`config.mk`:
```
export PLATFORM = sky130hd
export DESIGN_NAME = dmem_responder
export DESIGN_NICKNAME = d
export VERILOG_FILES = /design/src/rtl/salaga_pkg.sv /design/src/rtl/dmem_array.sv /design/src/rtl/dmem_responder.sv
export SDC_FILE = /design/constraint.sdc
export NUM_CORES = 1
export LEC_CHECK = 0
export ABC_AREA = 1
export CORE_ASPECT_RATIO = 0.5
export CORE_MARGIN = 2
export CORE_UTILIZATION = 30
export DETAILED_ROUTE_END_ITERATION = 16
export PLACE_DENSITY_LB_ADDON = 0.1
export SLEW_MARGIN = 20
export SYNTH_ARGS = -nofsm -noshare
export SYNTH_HDL_FRONTEND = slang
export SYNTH_SLANG_ARGS = --single-unit
```
`constraint.sdc`:
```
create_clock -name clk -period 2.8 [get_ports clk]
set_clock_uncertainty 0.15 [all_clocks]
set_input_delay 0.56 -clock clk [delete_from_list [all_inputs] [get_ports clk]]
set_output_delay 0.56 -clock clk [all_outputs]
set_load 0.02 [all_outputs]
```
`src/rtl/salaga_pkg.sv`:
```
// salaga_pkg: definitions shared by the data-memory responder slice.
//   state_t : responder FSM state encoding (IDLE, WAIT, RESP)
//   CNT_W   : width of the latency down-counter (holds values 0..15)
package salaga_pkg;

    typedef enum logic [1:0] {
        IDLE = 2'd0,
        WAIT = 2'd1,
        RESP = 2'd2
    } state_t;

    localparam int CNT_W = 4;

endpackage

```
`src/rtl/dmem_array.sv`:
```
// dmem_array: word-wide storage with per-byte write enables and a
// combinational read port. Contents are not reset.
// Ports:
//   clk     - write clock (rising edge)
//   i_we    - write enable for the addressed word
//   i_be    - byte-lane enables; bit b covers bits 8b+7:8b
//   i_addr  - word index (shared by read and write)
//   i_wdata - write data
//   o_rdata - current contents of the addressed word
module dmem_array #(
    parameter int WORDS = 16,
    parameter int AW    = 4
) (
    input  logic          clk,
    input  logic          i_we,
    input  logic [3:0]    i_be,
    input  logic [AW-1:0] i_addr,
    input  logic [31:0]   i_wdata,
    output logic [31:0]   o_rdata
);

    logic [31:0] r_mem [WORDS];

    always_ff @(posedge clk) begin
        for (int unsigned b = 0; b < 4; b++) begin
            if (i_we && i_be[b]) begin
                r_mem[i_addr][8*b +: 8] <= i_wdata[8*b +: 8];
            end
        end
    end

    assign o_rdata = r_mem[i_addr];

endmodule

```
`src/rtl/dmem_responder.sv`:
```
// dmem_responder: single-outstanding data-memory responder with a fixed,
// parameterised response latency.
// Ports:
//   clk               - clock, all state on the rising edge
//   reset             - asynchronous, active-low reset
//   ip_data_addr      - byte address of the request (bits 1:0 ignored)
//   ip_data_wr        - write request
//   ip_data_mask      - byte-lane enables for writes
//   ip_data_from_proc - write data
//   ip_data_rd        - read request
//   op_data_valid     - one-cycle response strobe
//   op_data_from_dmem - read data (stored word, also on write responses)
//   op_data_err       - out-of-range index or rd+wr both asserted
module dmem_responder
    import salaga_pkg::*;
#(
    parameter int SIZE_IN_BYTES = 64,
    parameter int LATENCY       = 2
) (
    input  logic        clk,
    input  logic        reset,
    input  logic [31:0] ip_data_addr,
    input  logic        ip_data_wr,
    input  logic [3:0]  ip_data_mask,
    input  logic [31:0] ip_data_from_proc,
    input  logic        ip_data_rd,
    output logic        op_data_valid,
    output logic [31:0] op_data_from_dmem,
    output logic        op_data_err
);

    localparam int WORDS = SIZE_IN_BYTES / 4;
    localparam int AW    = (WORDS > 1) ? $clog2(WORDS) : 1;
    localparam logic [CNT_W-1:0] CNT_LOAD = (LATENCY > 0) ? CNT_W'(LATENCY - 1) : '0;
    localparam logic [29:0]      WORDS_L  = 30'(WORDS);

    state_t          r_state, w_next;
    logic [CNT_W-1:0] r_cnt;
    logic [AW-1:0]   r_idx;
    logic [3:0]      r_mask;
    logic [31:0]     r_wdata;
    logic [31:0]     r_rdata;
    logic            r_wr;
    logic            r_err;

    logic            w_accept;
    logic            w_req_err;
    logic            w_to_resp;
    logic            w_we;
    logic            w_sel_err;
    logic [AW-1:0]   w_idx;
    logic [31:0]     w_arr_rdata;
    logic            w_unused_addr_lo;

    assign w_unused_addr_lo = ^ip_data_addr[1:0];

    assign w_accept  = (r_state == IDLE) && (ip_data_rd || ip_data_wr);
    assign w_req_err = (ip_data_rd && ip_data_wr) || (ip_data_addr[31:2] >= WORDS_L);

    // With LATENCY=0 the read data is registered on the accepting edge,
    // so the array must be addressed straight from the request in IDLE.
    assign w_idx     = (r_state == IDLE) ? ip_data_addr[AW+1:2] : r_idx;
    assign w_sel_err = (r_state == IDLE) ? w_req_err : r_err;

    // Write lands on the edge that ends RESP; errored requests never write.
    assign w_we = (r_state == RESP) && r_wr && !r_err;

    always_comb begin
        w_next    = r_state;
        w_to_resp = 1'b0;
        case (r_state)
            IDLE: begin
                if (w_accept) begin
                    if (LATENCY == 0) begin
                        w_next    = RESP;
                        w_to_resp = 1'b1;
                    end else begin
                        w_next = WAIT;
                    end
                end
            end
            WAIT: begin
                if (r_cnt == '0) begin
                    w_next    = RESP;
                    w_to_resp = 1'b1;
                end
            end
            RESP:    w_next = IDLE;
            default: w_next = IDLE;
        endcase
    end

    always_ff @(posedge clk or negedge reset) begin
        if (!reset) begin
            r_state <= IDLE;
        end else begin
            r_state <= w_next;
        end
    end

    always_ff @(posedge clk or negedge reset) begin
        if (!reset) begin
            r_cnt   <= '0;
            r_idx   <= '0;
            r_mask  <= '0;
            r_wdata <= '0;
            r_wr    <= 1'b0;
            r_err   <= 1'b0;
            r_rdata <= '0;
        end else begin
            if (w_accept) begin
                r_cnt   <= CNT_LOAD;
                r_idx   <= ip_data_addr[AW+1:2];
                r_mask  <= ip_data_mask;
                r_wdata <= ip_data_from_proc;
                r_wr    <= ip_data_wr;
                r_err   <= w_req_err;
            end else if ((r_state == WAIT) && (r_cnt != '0)) begin
                r_cnt <= r_cnt - 1'b1;
            end
            if (w_to_resp) begin
                r_rdata <= w_sel_err ? '0 : w_arr_rdata;
            end
        end
    end

    dmem_array #(
        .WORDS (WORDS),
        .AW    (AW)
    ) u_array (
        .clk     (clk),
        .i_we    (w_we),
        .i_be    (r_mask),
        .i_addr  (w_idx),
        .i_wdata (r_wdata),
        .o_rdata (w_arr_rdata)
    );

    assign op_data_valid     = (r_state == RESP);
    assign op_data_from_dmem = op_data_valid ? r_rdata : '0;
    assign op_data_err       = op_data_valid ? r_err : 1'b0;

endmodule

```
### Word level (Yosys, flattened, before mapping)

Memories as Yosys holds them, arrays and structs flattened.
Index checks and enable logic that the tools add are counted.

* register bits after elaboration: 80
* latch bits: 0
* bits in writable memories: 512
* memory bits (read-only): 0
* input bits: 72
* output and inout port bits: 34
* word-level logic and storage cells: 52
* memories: 1

Memory list
* u_array.r_mem: depth 16, bits a word 32, read ports 1, clocked after Yosys merged registers in 0, wr ports 1, RTL line dmem_array.sv:22 `logic [31:0] r_mem [WORDS];`

* $add $sub $neg: 1
* multipliers: 0
* divide/modulo/power cells: 0
* magnitude comparators: 1
* equal/unequal tests: 4
* shift operators: 0
* muxes and demuxes: 20
* bitwise logic cells: 0
* reduce and logical (&&, ||, !) cells: 17

Operator list (count)
* two-way mux 32 bit: 2
* >= comparator 30 x 5 -> 1 bit (second input constant): 1
* two-way mux 1 bit: 12
* two-way mux 4 bit: 3
* logical AND 1 bit: 9
* logical NOT 4 bit: 1
* two-way mux 2 bit: 2
* inequality test 2 bit (second input constant): 2
* case mux 2 bit (2 select lines): 1
* nonzero test 4 bit: 1
* subtractor 4 x 1 -> 4 bit (second input constant): 1
* == test 2 x 1 -> 1 bit (second input constant): 1
* == test 2 bit (second input constant): 1
* logical NOT 2 bit: 1
* logical OR 1 bit: 2
* AND reduction 2 bit: 1
* nonzero test 2 bit: 1
* logical NOT 1 bit: 1

### Longest topological paths before layout

Gate-level depths: netlist of the first run.

* depth after elaboration: 6
* depth in mapped cells: 14
* mapped depth without buffers: 12

### Hierarchy

From an unflattened synthesis of the first run, not the netlist that was laid out.

* cells, all modules: 2692
* area total of the unflattened synthesis: 25599.6 µm²

Modules (own cells, without submodules)
* dmem_array: times used 1, cells each 2152, area an instance 21759.6 µm², sequential area each 15374.7 µm²
* dmem_responder: times used 1, cells each 540, area an instance 3839.9 µm², sequential area each 2001.9 µm²

### Worst setup path after synthesis of the first run

Ideal clock, no wire load.

* path type: flip-flop to flip-flop
* start: register r_state[1]
* end: memory u_array.r_mem[10][0], enable pin
* library setup time: 0.370 ns
* data arrival time: 2.072 ns
* required time: 2.280 ns
* path slack: 0.208 ns
* cell stages (with the launch flop): 8
* path buffers: 1
* period minus slack after synthesis: 2.592 ns
* cells stage by stage: dfrtp_1 inv_2 nor2_1 clkinv_1 nor3_2 nand2_1 buf_2 nor2_1

* cells in the longest elaborated chain, start to end: 6
* elaborated cells on any way between the ends: 8
* classes of those cells: eq/ne (1); mux (3); reduce/logical (4)

RTL lines
* start: declaration: RTL line dmem_responder.sv:37 `state_t r_state, w_next;`
* start signal: assignment: RTL line dmem_responder.sv:97 `r_state <= w_next;`
* == test 2 bit
* named net op_data_valid: RTL line dmem_responder.sv:27 `output logic op_data_valid,`
* logical AND 1 bit (2 in series): RTL line dmem_responder.sv:66 `assign w_we = (r_state == RESP) && r_wr && !r_err;`
* logical AND 1 bit: RTL line dmem_array.sv:26 `if (i_we && i_be[b]) begin`
* two-way mux 1 bit: RTL line dmem_array.sv:26
* two-way mux 1 bit (implied by the code): RTL line dmem_array.sv:27 `r_mem[i_addr][8*b +: 8] <= i_wdata[8*b +: 8];`
* end: declaration: RTL line dmem_array.sv:22

The timed path passes the listed nets, and every way through them passes these cells.

### Worst setup path in the final report of the first run

* start: register r_state[0]
* end: output port op_data_valid

* cells in the longest elaborated chain, start to end: 1

RTL lines
* == test 2 bit: RTL line dmem_responder.sv:139 `assign op_data_valid = (r_state == RESP);`
* end: declaration: RTL line dmem_responder.sv:27

No other way between the ends.

==> impl_metrics.tcl, run 1 <==
set metrics [dict create \
    status "finished, final reports clean" \
    p_leak_nw 13.9 \
    grt_pass1_wl_mm 108 \
    synth-adder-area-share_pct 0.0482 \
    start_util_pct 30.2 \
    drt_iter0_drc 1133 \
    crit_family "buffers and inverters" \
    nNetsFinal 3027 \
    setup_violations 0 \
    io_pins 106 \
    syn_avg_cell_area_um2 9.45 \
    yosys.cell_types.count 29 \
    cts_sinks 592 \
    place.port_buffers 103 \
    stdcell_area_um2 31400 \
    rsz0062_at_grt "no" \
    timing.final.crit_period_ps 2690 \
    track_usage_pct 16.2 \
    critPathMaxStageDelay_ps 590 \
    worst_slew_pin_slew_ps 834 \
    p_clk_share_pct 24.5 \
    cellPowerDensity_nw_per_um2 1070 \
    grt-ovfl-total 0 \
    synth_fp_nets 2819 \
    cts_made_buffers 59 \
    internal-power_mw 20.0 \
    cp.required_ps 2090 \
    irDropWorstVdd_mv 0.672 \
    start_kind "flop" \
    clk_path_buf_depth 3 \
    antenna_cells 0 \
    coreArea_um2 85900 \
    htree_num_levels 2 \
    dp.cells 4062 \
    drv_cap 0 \
    synth_top_family_by_area "simple AND/OR/NAND/NOR gates" \
    drv_slew 0 \
    multi_input_area_um2 6430 \
    fin_crit_sh_pct 96.1 \
    switching_power_mw 13.6 \
    grt_max_degree 65 \
    area_growth_pct 21.1 \
    hp-class "in -> async" \
    grt_pass1_vias 17053 \
    regArea_um2 17400 \
    hold_viol_final 0 \
    ys_ff_latch 592 \
    seq_area_frac_synth_pct 67.0 \
    yosysWarnings 0 \
    slowest_stage "clkdlybuf4s50_1" \
    fp.dieW_um 420 \
    cp_max_fo 5 \
    antenna_found_initial 0 \
    synth_xor_area_share_pct 0 \
    place_congestion 0.767 \
    clock_latency_ps 630 \
    routed_via_density 4.21 \
    seqPwrFrac_pct 38.0 \
    fp-row-count 76 \
    cp.arrival_ps 1980 \
    nFillCells 8740 \
    crit_path_end_kind "output pin" \
    stdcell_count 4172 \
    drc_errors 0 \
    path_class "reg -> out" \
    dieArea_um2 89000 \
    cp_num_buf_inv 2 \
    netlist_area_um2 26000 \
    first_pass_iters 5 \
    path_clk_slew_ps 70 \
    drive_above_1_share_pct 10.2 \
    placed_cell_area_um2 29400 \
    post_cts_buffers 0 \
    syn-instance-count 2746 \
    cts-root-buf "clkbuf_16" \
    dp_hpwl_mm 45.7 \
    synth_compound_area_share_pct 2.73 \
    synthSimpleGateAreaFrac_pct 21.8 \
    ant_nets 0 \
    synth.mux.area_fraction_pct 0 \
    cts_tree "built" \
    via_count 17583 \
    slew_headroom_pct 44.4 \
    comb_power_share_pct 37.6 \
    wl_per_cell_um 17.0 \
    switching_share_pct 40.4 \
    max_freq_ghz 0.371 \
    path_cells "nor2_2 -> buf_4 -> clkdlybuf4s50_1" \
    die_h_um 212 \
    routed_wl_mm 71.1 \
]
-- worst register-to-register path, stage by stage, from the launching register on --
cell and delay (ps):
dfrtp_2 450, inv_2 100, nand2_1 110, nand2_1 190, nand2_4 190, nor2_1 270
nand2_1 240, buf_4 210, nor2_1 180, buf_4 240
-- power groups by stage --
stage | Sequential, mW | Clock [mW] | Combinational [mW]
CTS | 12.8 | 8.47 | 12.9
global route | 12.9 | 8.79 | 14.3
global placement | 13.0 | 0 | 12.8
floorplan | 12.0 | 0 | 7.73
finish | 12.7 | 8.22 | 12.6
detailed placement | 13.0 | 0 | 12.9
-- flip-flops by register name (all words and copies together), names as in the netlist --
name and count:
r_err 1, r_rdata 32, r_mask 4, u_array.r_mem 512, r_wr 1, r_wdata 32, r_idx 4, r_cnt 4
r_state 2
-- area by class of cell --
type	count	area share [%]
multi-input combinational	1612	20.5
timing repair buffer	265	8.24
tap	1170	4.66
sequential	592	55.3
inverter	424	5.07
clock buffer	81	5.32
clock inverter	28	0.979
-- synthesized netlist by cell type (all sizes together) --
library cell / instances / share of area (%)
a21oi: 1 / 0.019
buf: 76 / 1.7
clkbuf: 42 / 0.61
clkinv: 1 / 0.014
dfrtp: 80 / 7.7
edfxtp: 512 / 59
ha: 1 / 0.048
inv: 423 / 6.1
nand2: 1245 / 18
nand3: 42 / 0.81
nand4: 1 / 0.024
nor2: 176 / 2.7
nor3: 2 / 0.058
nor4: 5 / 0.12
o21ai: 137 / 2.7
o22ai: 1 / 0.024
or2: 1 / 0.024
-- stage by stage --
stage / setup slack, ps / total power [mW] / utilization, % / hold slack (ps) / setup TNS (ps)
6_report: 108 / 33.6 / 36.6 / 280 / 0
3_5_place_dp: -123 / 25.8 / 34.3 / 321 / -12460
2_1_floorplan: 208 / 19.8 / - / 114 / 0
3_3_place_gp: -151 / 25.8 / 34.3 / 321 / -14180
4_1_cts: 26.9 / 34.2 / 36.6 / 258 / 0
5_1_grt: 26.2 / 36.0 / 36.6 / 294 / 0
-- cell families (layout without fill, tap and decap cells) --
kind of cell,count (synthesis),after routing
DFF,592,592
adders and majority gates,1,1
and+or+nand+nor,1472,1472
AOI/OAI and AO/OA,139,139
buffers and inverters,542,798
-- timing repair --
| action | in CTS | in global routing |
|---|---|---|
| gates cloned | 0 | 0 |
| hold endpoints to repair | 25 | 0 |
| hold buffers | 1 | 0 |
| pin swaps | 0 | 0 |
| resized for setup | 94 | 6 |
| endpoints found under the setup margin | 34 | 30 |
-- placed cells by master (no fill, tap or decap), types with 7 or more instances in the layout --
cell type | netlist | layout
clkbuf_16 | 0 | 61
o21ai_1 | 62 | 62
nor2_1 | 169 | 167
o21ai_0 | 72 | 71
clkinv_2 | 0 | 12
inv_1 | 419 | 418
buf_12 | 0 | 27
clkbuf_8 | 0 | 7
clkdlybuf4s15_2 | 0 | 24
clkinv_1 | 1 | 8
buf_4 | 10 | 135
clkdlybuf4s50_1 | 0 | 69
dfrtp_1 | 80 | 78
nand2_1 | 1243 | 1241
bufinv_16 | 0 | 7
edfxtp_1 | 512 | 512
clkbuf_1 | 42 | 13
nand3_1 | 42 | 42
-- per-layer routing --
layer / wire length [um] / global-route usage (%) / vias up
met5: 0 / 0 / -
met4: 1010 / 3.15 / 0
met3: 2370 / 2.39 / 74
met2: 30600 / 24.8 / 244
met1: 37100 / 24.5 / 8329
li1: - / - / 8936
-- final timing paths --
path,startpoint,to,slack (ps),depth (start not counted)
worst max-delay path,r_state[0],op_data_valid,110,3
worst min-delay path,reset,r_wr,280,2
worst max register to register,r_state[1],u_array.r_mem[14][18],170,9
worst min register to register,r_mask[2],r_mask[2],330,2
max in group asynchronous,reset,r_rdata[15],1600,3
min in group clk,ip_data_from_proc[13],r_wdata[13],310,3
No activity file was read; power rests on OpenSTA's default activity.
==> run 2, diff against run 1 <==
Clock period 2.8 ns to 3 ns, I/O delays scaled along.
==> impl_metrics.tcl, run 2 (synthesis results as in run 1) <==
set metrics [dict create \
    status "finished, final reports clean" \
    hold_viol_final 0 \
    routed_wl_mm 71.3 \
    pre_cts_slack_ps -38.9 \
    coreArea_um2 85900 \
    track_usage_pct 16.3 \
    clock_latency_ps 630 \
    io_pins 106 \
    drt_iter0_drc 1127 \
    path_class "reg -> reg" \
    area_growth_pct 20.5 \
    nNetsFinal 3010 \
    place.port_buffers 103 \
    cp.arrival_ps 3080 \
    cts_tree "built" \
    dp_hpwl_mm 45.1 \
    largest-register "u_array.r_mem" \
    wl_per_cell_um 17.2 \
    fp.dieW_um 420 \
    start_kind "flop" \
    crit_path_end_kind "flop" \
    largest_register_ff_count 512 \
    grt-ovfl-total 0 \
    ant_nets 0 \
    mostFrequentLayoutCell "nand2_1" \
    irDropWorstVdd_mv 0.752 \
    worst_slew_pin_slew_ps 838 \
    die_h_um 212 \
    dieArea_um2 89000 \
    antenna_found_initial 0 \
    r2r_cells 9 \
    htree_num_levels 2 \
    place_congestion 0.788 \
    r2r_start "r_state[0]" \
    path_clk_slew_ps 60 \
    fp-row-count 76 \
    max_freq_ghz 0.345 \
    grt_max_degree 65 \
    mostFrequentLayoutCells "nand2_1 (1,241), edfxtp_1 (512), inv_1 (418)" \
    drc_errors 0 \
    routed_via_density 4.24 \
    r2r_slack_ps 100 \
    drive_above_1_share_pct 8.94 \
    grt_pass1_wl_mm 108 \
    cts-root-buf "clkbuf_16" \
    endpoint "u_array.r_mem[3][31]" \
    slew_headroom_pct 44.1 \
    setup_violations 0 \
    first_pass_iters 5 \
    cp_max_fo 10 \
    start_util_pct 30.2 \
    fin_crit_sh_pct 96.8 \
    timing.final.crit_period_ps 2900 \
    hp-class "in -> async" \
    cellPowerDensity_nw_per_um2 1000 \
    cts_made_buffers 59 \
    drv_cap 0 \
    startpoint "r_state[0]" \
    grt_pass1_vias 16942 \
    p_total_mw 31.4 \
    via_count 17640 \
    r2r_end "u_array.r_mem[3][31]" \
    antenna_cells 0 \
    fin_ws_ps 97.3 \
    rsz0062_at_grt "no" \
    reg_top3 "u_array.r_mem x512, r_rdata x32, r_wdata x32" \
    drv_slew 0 \
    clk_path_buf_depth 3 \
    cts_sinks 592 \
    post_cts_buffers 0 \
    p_leak_nw 14.0 \
    cp.required_ps 3180 \
]
[run 2: power breakdown]
part	switching [mW]	total (mW)	internal, mW
logic	8.05	11.8	3.72
registers	1.49	11.9	10.4
clock network	3.25	7.72	4.47
[run 2: per-stage QoR]
| step | TNS [ps] | hold WS [ps] | instances | instance area [um2] | utilization [%] |
|---|---|---|---|---|---|
| 2_1_floorplan | 0 | 154 | 2746 | 26000 | - |
| 3_3_place_gp | -271 | 323 | 4045 | 29300 | 34.1 |
| 3_5_place_dp | -857 | 325 | 4045 | 29300 | 34.1 |
| 4_1_cts | 0 | 263 | 4156 | 31300 | 36.4 |
| 5_1_grt | 0 | 292 | 4156 | 31300 | 36.4 |
| 6_report | 0 | 295 | 4156 | 31300 | 36.4 |
[run 2: how the worst min path moves through the flow]
| stage | from | end | slack [ps] | cells after the start |
|---|---|---|---|---|
| CTS | reset | r_idx[0] | 260 | 2 |
| finish | reset | r_idx[0] | 300 | 2 |
| detailed placement | r_rdata[30] | r_rdata[30] | 330 | 2 |
| floorplan | reset | r_cnt[0] | 150 | 0 |
| global placement | r_mask[1] | r_mask[1] | 320 | 2 |
| global route | reset | r_idx[0] | 290 | 2 |
[run 2: layout make-up]
type,instances,area (um2)
clock buffers,88,1800
clock inverters,22,208
fillers,8686,54600
inverters,424,1590
multi-input cells,1612,6430
flip-flops and latches,592,17400
well taps,1170,1460
repair buffers,248,2390
[run 2: layer usage]
layer,track usage (%),vias to the layer above,part of all wire [%]
met5,0,-,0
met4,3.19,0,1.4
met3,3.28,73,4.9
met2,24.1,291,42
met1,24.5,8379,51
li1,-,8897,-
[run 2: repair_timing]
| item | 4_1_cts | 5_1_grt |
|---|---|---|
| pin swaps | 0 | 0 |
| resized for setup | 33 | 2 |
| setup endpoints to repair | 33 | 17 |
| hold buffers | 1 | 0 |
| endpoints found under the hold margin | 19 | 0 |
[run 2: worst max-delay path, cell delays in order, from the launching register on]
cell and delay (ps):
dfrtp_1 390, buf_4 170, nor2_8 240, nand2_1 100, o21ai_2 210, inv_1 210, nor2_4 250, nand2_1 440
nor2_1 220, buf_4 220
